File: src/rtl/ram_port_arbiter.sv
// ----------------------------------------------------------------------------
// ram_port_arbiter
//
// Shares one single-ported RAM between an instruction cache (line fills only)
// and a data cache (line fills and writebacks). One transaction is in flight
// at a time. The controller steps through three states:
//   IDLE : pick a requester and accept it (ready is combinational)
//   MEM  : present the latched request to the RAM until mem_ready
//   RESP : pulse the owner's resp_valid for one cycle
// When both caches ask in the same IDLE cycle, the one that was not served
// last wins. After reset the icache counts as served last, so the dcache
// wins the first tie.
//
// Ports
//   clk, RESET                      clock, asynchronous active-low reset
//   ic_req_valid/addr/ready         icache fill request handshake
//   ic_resp_valid/data              icache completion pulse and fill line
//   dc_req_valid/rw/addr/data/ready dcache request handshake (rw=1 writeback)
//   dc_resp_valid/data              dcache completion pulse and fill line
//   mem_valid/rw/addr/wdata         RAM request (rw=1 write)
//   mem_ready/rdata                 RAM completion pulse and read line
// ----------------------------------------------------------------------------
module ram_port_arbiter #(
    parameter int ADDR_W = 32,
    parameter int LINE_W = 128
) (
    input  logic              clk,
    input  logic              RESET,

    input  logic              ic_req_valid,
    input  logic [ADDR_W-1:0] ic_req_addr,
    output logic              ic_req_ready,
    output logic              ic_resp_valid,
    output logic [LINE_W-1:0] ic_resp_data,

    input  logic              dc_req_valid,
    input  logic              dc_req_rw,
    input  logic [ADDR_W-1:0] dc_req_addr,
    input  logic [LINE_W-1:0] dc_req_data,
    output logic              dc_req_ready,
    output logic              dc_resp_valid,
    output logic [LINE_W-1:0] dc_resp_data,

    output logic              mem_valid,
    output logic              mem_rw,
    output logic [ADDR_W-1:0] mem_addr,
    output logic [LINE_W-1:0] mem_wdata,
    input  logic              mem_ready,
    input  logic [LINE_W-1:0] mem_rdata
);

    typedef enum logic [1:0] {
        ST_IDLE = 2'd0,
        ST_MEM  = 2'd1,
        ST_RESP = 2'd2
    } state_e;

    typedef enum logic {
        OWN_IC = 1'b0,
        OWN_DC = 1'b1
    } owner_e;

    state_e            state_q,    state_d;
    owner_e            owner_q,    owner_d;
    owner_e            last_q,     last_d;
    logic [ADDR_W-1:0] addr_q,     addr_d;
    logic              rw_q,       rw_d;
    logic [LINE_W-1:0] wdata_q,    wdata_d;
    logic [LINE_W-1:0] ic_data_q,  ic_data_d;
    logic [LINE_W-1:0] dc_data_q,  dc_data_d;

    logic grant_ic;
    logic grant_dc;
    logic accept_ic;
    logic accept_dc;

    // Round-robin pick: a lone requester always wins; on a tie the requester
    // that was not served last wins.
    always_comb begin
        // NOTE: every always_comb output gets a default first so no path
        // leaves it unassigned, which would infer a latch.
        grant_ic = 1'b0;
        grant_dc = 1'b0;
        if (ic_req_valid && dc_req_valid) begin
            if (last_q == OWN_IC) grant_dc = 1'b1;
            else                  grant_ic = 1'b1;
        end else begin
            grant_ic = ic_req_valid;
            grant_dc = dc_req_valid;
        end
    end

    // Readies are also gated by the reset pin itself so they drop the moment
    // reset asserts, not at the next clock edge.
    assign accept_ic = (state_q == ST_IDLE) && RESET && grant_ic;
    assign accept_dc = (state_q == ST_IDLE) && RESET && grant_dc;

    always_comb begin
        state_d   = state_q;
        owner_d   = owner_q;
        last_d    = last_q;
        addr_d    = addr_q;
        rw_d      = rw_q;
        wdata_d   = wdata_q;
        ic_data_d = ic_data_q;
        dc_data_d = dc_data_q;

        unique case (state_q)
            ST_IDLE: begin
                if (accept_ic) begin
                    addr_d  = ic_req_addr;
                    rw_d    = 1'b0;           // icache only ever reads
                    wdata_d = '0;
                    owner_d = OWN_IC;
                    state_d = ST_MEM;
                end else if (accept_dc) begin
                    addr_d  = dc_req_addr;
                    rw_d    = dc_req_rw;
                    wdata_d = dc_req_data;
                    owner_d = OWN_DC;
                    state_d = ST_MEM;
                end
            end

            ST_MEM: begin
                // A write completes with an all-zero response line.
                if (mem_ready) begin
                    if (owner_q == OWN_IC) ic_data_d = rw_q ? '0 : mem_rdata;
                    else                   dc_data_d = rw_q ? '0 : mem_rdata;
                    state_d = ST_RESP;
                end
            end

            ST_RESP: begin
                last_d  = owner_q;
                state_d = ST_IDLE;
            end

            default: state_d = ST_IDLE;
        endcase
    end

    always_ff @(posedge clk or negedge RESET) begin
        if (!RESET) begin
            state_q   <= ST_IDLE;
            owner_q   <= OWN_IC;
            last_q    <= OWN_IC;
            addr_q    <= '0;
            rw_q      <= 1'b0;
            wdata_q   <= '0;
            ic_data_q <= '0;
            dc_data_q <= '0;
        end else begin
            // NOTE: state registers use non-blocking assignments so every
            // flop samples its _d value from before this clock edge.
            state_q   <= state_d;
            owner_q   <= owner_d;
            last_q    <= last_d;
            addr_q    <= addr_d;
            rw_q      <= rw_d;
            wdata_q   <= wdata_d;
            ic_data_q <= ic_data_d;
            dc_data_q <= dc_data_d;
        end
    end

    assign ic_req_ready  = accept_ic;
    assign dc_req_ready  = accept_dc;

    assign mem_valid     = (state_q == ST_MEM);
    assign mem_rw        = rw_q;
    assign mem_addr      = addr_q;
    assign mem_wdata     = wdata_q;

    assign ic_resp_valid = (state_q == ST_RESP) && (owner_q == OWN_IC);
    assign dc_resp_valid = (state_q == ST_RESP) && (owner_q == OWN_DC);
    assign ic_resp_data  = ic_data_q;
    assign dc_resp_data  = dc_data_q;

endmodule

File: config.mk
export PLATFORM = sky130hd
export DESIGN_NAME = ram_port_arbiter
export DESIGN_NICKNAME = d
export VERILOG_FILES = /design/src/rtl/ram_port_arbiter.sv
export SDC_FILE = /design/constraint.sdc
export NUM_CORES = 1
export LEC_CHECK = 0
export CAP_MARGIN = 15
export CORE_AREA = 4 4 293 295
export DETAILED_ROUTE_END_ITERATION = 16
export DIE_AREA = 0 0 297 299
export PLACE_DENSITY = 0.43
export SYNTH_ARGS = -nofsm -noshare
export SYNTH_HDL_FRONTEND = slang
export SYNTH_SLANG_ARGS = --single-unit
File: constraint.sdc
create_clock -name clk -period 1.5 [get_ports clk]
set_input_delay 0.15 -clock clk [delete_from_list [all_inputs] [get_ports clk]]
set_output_delay 0.15 -clock clk [all_outputs]
set_load 0.01 [all_outputs]
# --- After elaboration in Yosys (flattened, before gate mapping) ---
# Index checks and enable logic that the tools add are counted.
# Widths: inputs -> output; s select.
word_totals:
  regBits: 421
  input_bits: 326
  out_inout_bits: 422
  wordCells: 42
op_classes:
  n_eq_ne: 4
  muxes: 17
  bitwise: 1
  reduce_logical: 12
ops:
  columns: ["op", "n"]
  rows:
  - ["$mux 128", 3]
  - ["$mux 32", 2]
  - ["$mux 1", 8]
  - ["$logic_and 1x1->1", 6]
  - ["$mux 2", 3]
  - ["$reduce_and 3->1", 2]
  - ["$pmux 2 s2", 1]
  - ["$reduce_and 2->1", 2]
  - ["$ne 3x3->1 const B", 1]
  - ["$eq 2x1->1 const B", 1]
  - ["$eq 2x2->1 const B", 1]
  - ["$logic_not 2->1", 1]
  - ["$ne 2x1->1 const B", 1]
  - ["$reduce_bool 2->1", 1]
  - ["$not 1->1", 1]

# --- Depth between registers and ports, before layout ---
depth:
  ltp_word: 6
  ltp_mapped: 7
  mapped_depth_nobuf: 4

# --- Least setup slack after synthesis ---
# Ideal clock, no wire load.
synth_timing:
  path_type: "reg-to-reg"
  startpoint: "register state_q[1]"
  endpoint: "register ic_data_q[118], in the netlist ic_resp_data[118]"
  setup_ps: 133
  t_arrival_ps: 1342
  required_ps: 1367
  path_slack_ps: 24
  path_stages_with_launch: 8
  path_buffers: 4
  synth_period_minus_slack_ps: 1476
  path_cell_list: "dfrtp_1 > nand4bb_1 > buf_2 > buf_4 > buf_6 > buf_4 > nand2_1 > o21ai_0"
synth_via:
  elab_chain_cells: 2
synth_lines:
  columns: ["item", "line_no", "text"]
  rows:
  - ["start, declared", "63", "state_e state_q, state_d;"]
  - ["start signal, assigned", "156", "state_q <= state_d;"]
  - ["$eq 2x1->1", "108", "unique case (state_q)"]
  - ["$reduce_and 3->1 (no line)", null, null]
  - ["end signal, assigned", "162", "ic_data_q <= ic_data_d;"]
  - ["end, declared", "69", "logic [LINE_W-1:0] ic_data_q, ic_data_d;"]
# No other way between the ends.
# A chain may end at the register's enable or synchronous reset.

# --- Final worst setup path ---
layout_timing:
  startpoint: "register state_q[1]"
  endpoint: "register dc_data_q[100], in the netlist dc_resp_data[100]"
layout_via:
  elab_chain_cells: 2
layout_lines:
  columns: ["item", "line_no", "text"]
  rows:
  - ["$eq 2x1->1", "108", null]
  - ["$reduce_and 3->1 (no line)", null, null]
  - ["end signal, assigned", "163", "dc_data_q <= dc_data_d;"]
  - ["end, declared", "70", "logic [LINE_W-1:0] dc_data_q, dc_data_d;"]
# No other way between the ends.

==> summary.md <==
| Metric | Value |
|---|---|
| Pre-antenna DRT Iters | `6` |
| Syn Area/Cell | `10.9 um^2` |
| Worst-path maximum fanout | `15` |
| CTS tree | `built` |
| Max rail drop VDD | `0.895 mV` |
| Crit. End Element | `flop` |
| Clock power share | `24.5%` |
| HPWL Detailed | `53300 um` |
| Largest net degree at the start of global routing | `about 130` |
| Maxcap violations | `0` |
| Startpoint Class | `flop` |
| Mapped Nets | `1826` |
| Area growth, synth to finish | `78.4%` |
| Final hold violations | `0` |
| Measured slew at the worst slew-check pin | `0.749 ns` |
| Worst min path class | `input pin to flop` |
| Leakage | `14.0 nW` |
| Post-synth EDFFs | `0` |
| Setup-failing EPs final | `422` |
| Drt drc | `0` |
| Die height | `299 um` |
| Die footprint | `between 80000 and 90000 um^2` |
| Netlist cell types | `27` |
| Post-synthesis sequential area ratio | `64.4%` |
| Root buf cell | `clkbuf_16` |
| Post-synthesis instance total | `1500` |
| H-tree Lvls | `2` |
| Layout cell share with drive strength beyond 1 | `12.9%` |
| Clk buf depth | `3` |
| Number of synthesized register bits | `between 400 and 500` |
| Failing checks | `negative setup slack` |
| Vias post-DR | `15045` |
| Synthesized area | `16400 um^2` |
| Critical path type | `flop to flop` |
| Maximum clock frequency | `0.550 GHz` |
| Initial core utilization | `19.7%` |
| Final worst setup slack | `-0.319 ns` |
| Final Cycle Share | `121%` |
| Initial antenna violation count | `10` |
| Final Instance Area | `29200 um^2` |
| Final Max Tran Viols | `0` |
| Clk sinks | `421` |
| GRT Util Overall | `15.8%` |
| Cell Rows | `106` |
| Die X-Extent | `about 300 um` |
| I/O Buffers | `747` |
| Switching Fraction | `35.5%` |
| GRT overflow | `0` |
| WP data required | `1.97 ns` |
| Setup Skew | `between 0.02 and 0.03 ns` |
| Vias in the first global route | `15359` |
| Tmin final | `roughly 1.8 ns` |
| Combinational share of power | `39.9%` |
| ANT nets after route | `0` |
| Yosys warns | `0` |
| Placed Area | `25600 um^2` |
| Sum Neg Setup Slack | `-104.17 ns` |
| CP Data Arrival Time | `2.29 ns` |
| Clock latency on the worst-skew pair | `approximately 0.61 ns` |
| Tot Pwr | `0.0521 W` |
| Drt total wl | `81500 um` |
| Clock transition at path regs | `0.06 ns` |
| Power density over the cells | `1780 nW/um^2` |
| Wirelength per Cell | `roughly 23 um` |
| Reg power frac | `35.6%` |
| Nets | `2671` |
| TritonCTS Buffers | `52` |
| Minimum setup slack among reg-to-reg paths | `-0.32 ns` |
| Core Region | `83200 um^2` |
| Final Wtd Congestion | `between 0.8 and 0.9` |
| Drt initial violations | `807` |
| Top FF cell, synth | `dfrtp_1` |
| DR vias/cell | `around 4.3` |
| Ports | `748` |
| Outcome | `complete, but fails checks` |
| Sw power | `0.0185 W` |
| Unrepaired setup endpoints after global routing | `yes` |
| Asr flop ratio synth | `100%` |
| Max transition margin | `50.1%` |
| Pint | `0.0336 W` |
| First-pass GRT wire length | `107000 um` |
## critical path: stages, from the launching register on
cell,delay (ns)
dfrtp_1,0.42
buf_4,0.15
buf_6,0.11
buf_6,0.10
nand4b_1,0.17
buf_6,0.19
clkbuf_16,0.20
buf_4,0.19
nand2_1,0.07
o21ai_0,0.09
## metal layers
metal  up-vias  wire, um  global-route usage (%)
met5         -        21                       0
met4         4      2830                    6.40
met3       132      5330                    4.70
met2       493     42300                    28.1
met1      7488     31000                    17.7
li1       6928         -                       -
## logic make-up after synthesis
| logic type | share of synthesized area [%] |
|---|---|
| buffers and inverters | 4.28 |
| DFF | 64.4 |
| AOI/OAI and AO/OA | 19.2 |
| and+or+nand+nor | 12.1 |
## flip-flops by register name, indices dropped and copies added, names as in the netlist
| register | flops |
|---|---|
| dc_resp_data | 128 |
| ic_resp_data | 128 |
| last_q | 1 |
| mem_addr | 32 |
| mem_rw | 1 |
| mem_wdata | 128 |
| owner_q | 1 |
| state_q | 2 |
## repair_timing
item	in CTS	in global routing
hold buffers	1	0
gates cloned	10	65
endpoints found under the setup margin	710	456
pin swaps	4	93
buffers inserted	15	21
resized for setup	570	163
endpoints found under the hold margin	129	0
## power groups by stage
stage / clock network (W) / registers, W / logic (W)
floorplan: 0 / 0.0207 / 0.00531
global placement: 0 / 0.0187 / 0.0217
detailed placement: 0 / 0.0188 / 0.0218
CTS: 0.0132 / 0.0185 / 0.0193
global route: 0.0137 / 0.0191 / 0.0224
finish: 0.0128 / 0.0185 / 0.0208
## area by class of cell
type,count,area (um^2)
inverter,35,134
tap,1080,1350
clock inverter,17,175
sequential,421,10500
multi-input combinational,918,5320
clock buffer,80,1570
timing repair buffer,917,10100
antenna,10,25.0
fill,8374,54000
## cell usage after synthesis, types with 2 or more instances
cell type  instances  area (um^2)
a31oi_1           32          200
clkbuf_1          67          251
buf_2             50          250
nand2_1          290         1090
o22a_1            32          280
o21ai_0          255         1280
o211ai_1          32          240
buf_4              5         37.5
and2_1             2         12.5
inv_1             34          128
o21ai_1            2         10.0
nand2b_1         131          820
buf_1              5         18.8
nor2_1             2         7.51
dfrtp_1          421        10500
a22o_1           129         1130
## cells in the final DEF, fill, tap and decap left out, types with 12 or more instances in the layout
| cell type | synthesis | final |
|---|---|---|
| a22o_1 | 129 | 129 |
| a31oi_1 | 32 | 31 |
| buf_12 | 0 | 34 |
| buf_16 | 0 | 18 |
| buf_4 | 5 | 35 |
| buf_6 | 1 | 29 |
| buf_8 | 0 | 13 |
| clkbuf_1 | 67 | 12 |
| clkbuf_16 | 0 | 98 |
| clkbuf_8 | 0 | 16 |
| clkdlybuf4s15_1 | 0 | 59 |
| clkdlybuf4s50_1 | 0 | 323 |
| dfrtp_1 | 421 | 420 |
| dlygate4sd2_1 | 0 | 349 |
| inv_1 | 34 | 33 |
| nand2_1 | 290 | 278 |
| nand2b_1 | 131 | 130 |
| o211ai_1 | 32 | 32 |
| o21ai_0 | 255 | 156 |
| o21ai_1 | 2 | 88 |
| o21ai_2 | 0 | 13 |
| o22a_1 | 32 | 32 |
## through the flow
| step | utilization, % | setup slack, ns | hold WS, ns | cells |
|---|---|---|---|---|
| after floorplan | - | 0.0245 | -0.146 | 1500 |
| after global placement | 30.8 | -0.224 | 0.146 | 3267 |
| after detailed placement | 30.8 | -0.204 | 0.147 | 3267 |
| after CTS | 33.0 | -0.346 | 0.0475 | 3390 |
| after global routing | 35.1 | -0.412 | 0.0841 | 3476 |
| final | 35.1 | -0.319 | 0.113 | 3478 |
## final timing paths
kind / from / endpoint / depth (start not counted)
worst max register to register: state_q[1] / dc_resp_data[100] / 9
worst min-delay path: ic_req_valid / owner_q / 4
min in group asynchronous: RESET / mem_addr[26] / 3
worst min register to register: dc_resp_data[96] / dc_resp_data[96] / 2
worst max-delay path: state_q[1] / dc_resp_data[100] / 9
max in group asynchronous: RESET / mem_wdata[52] / 4
No activity file was read; power rests on OpenSTA's default activity.
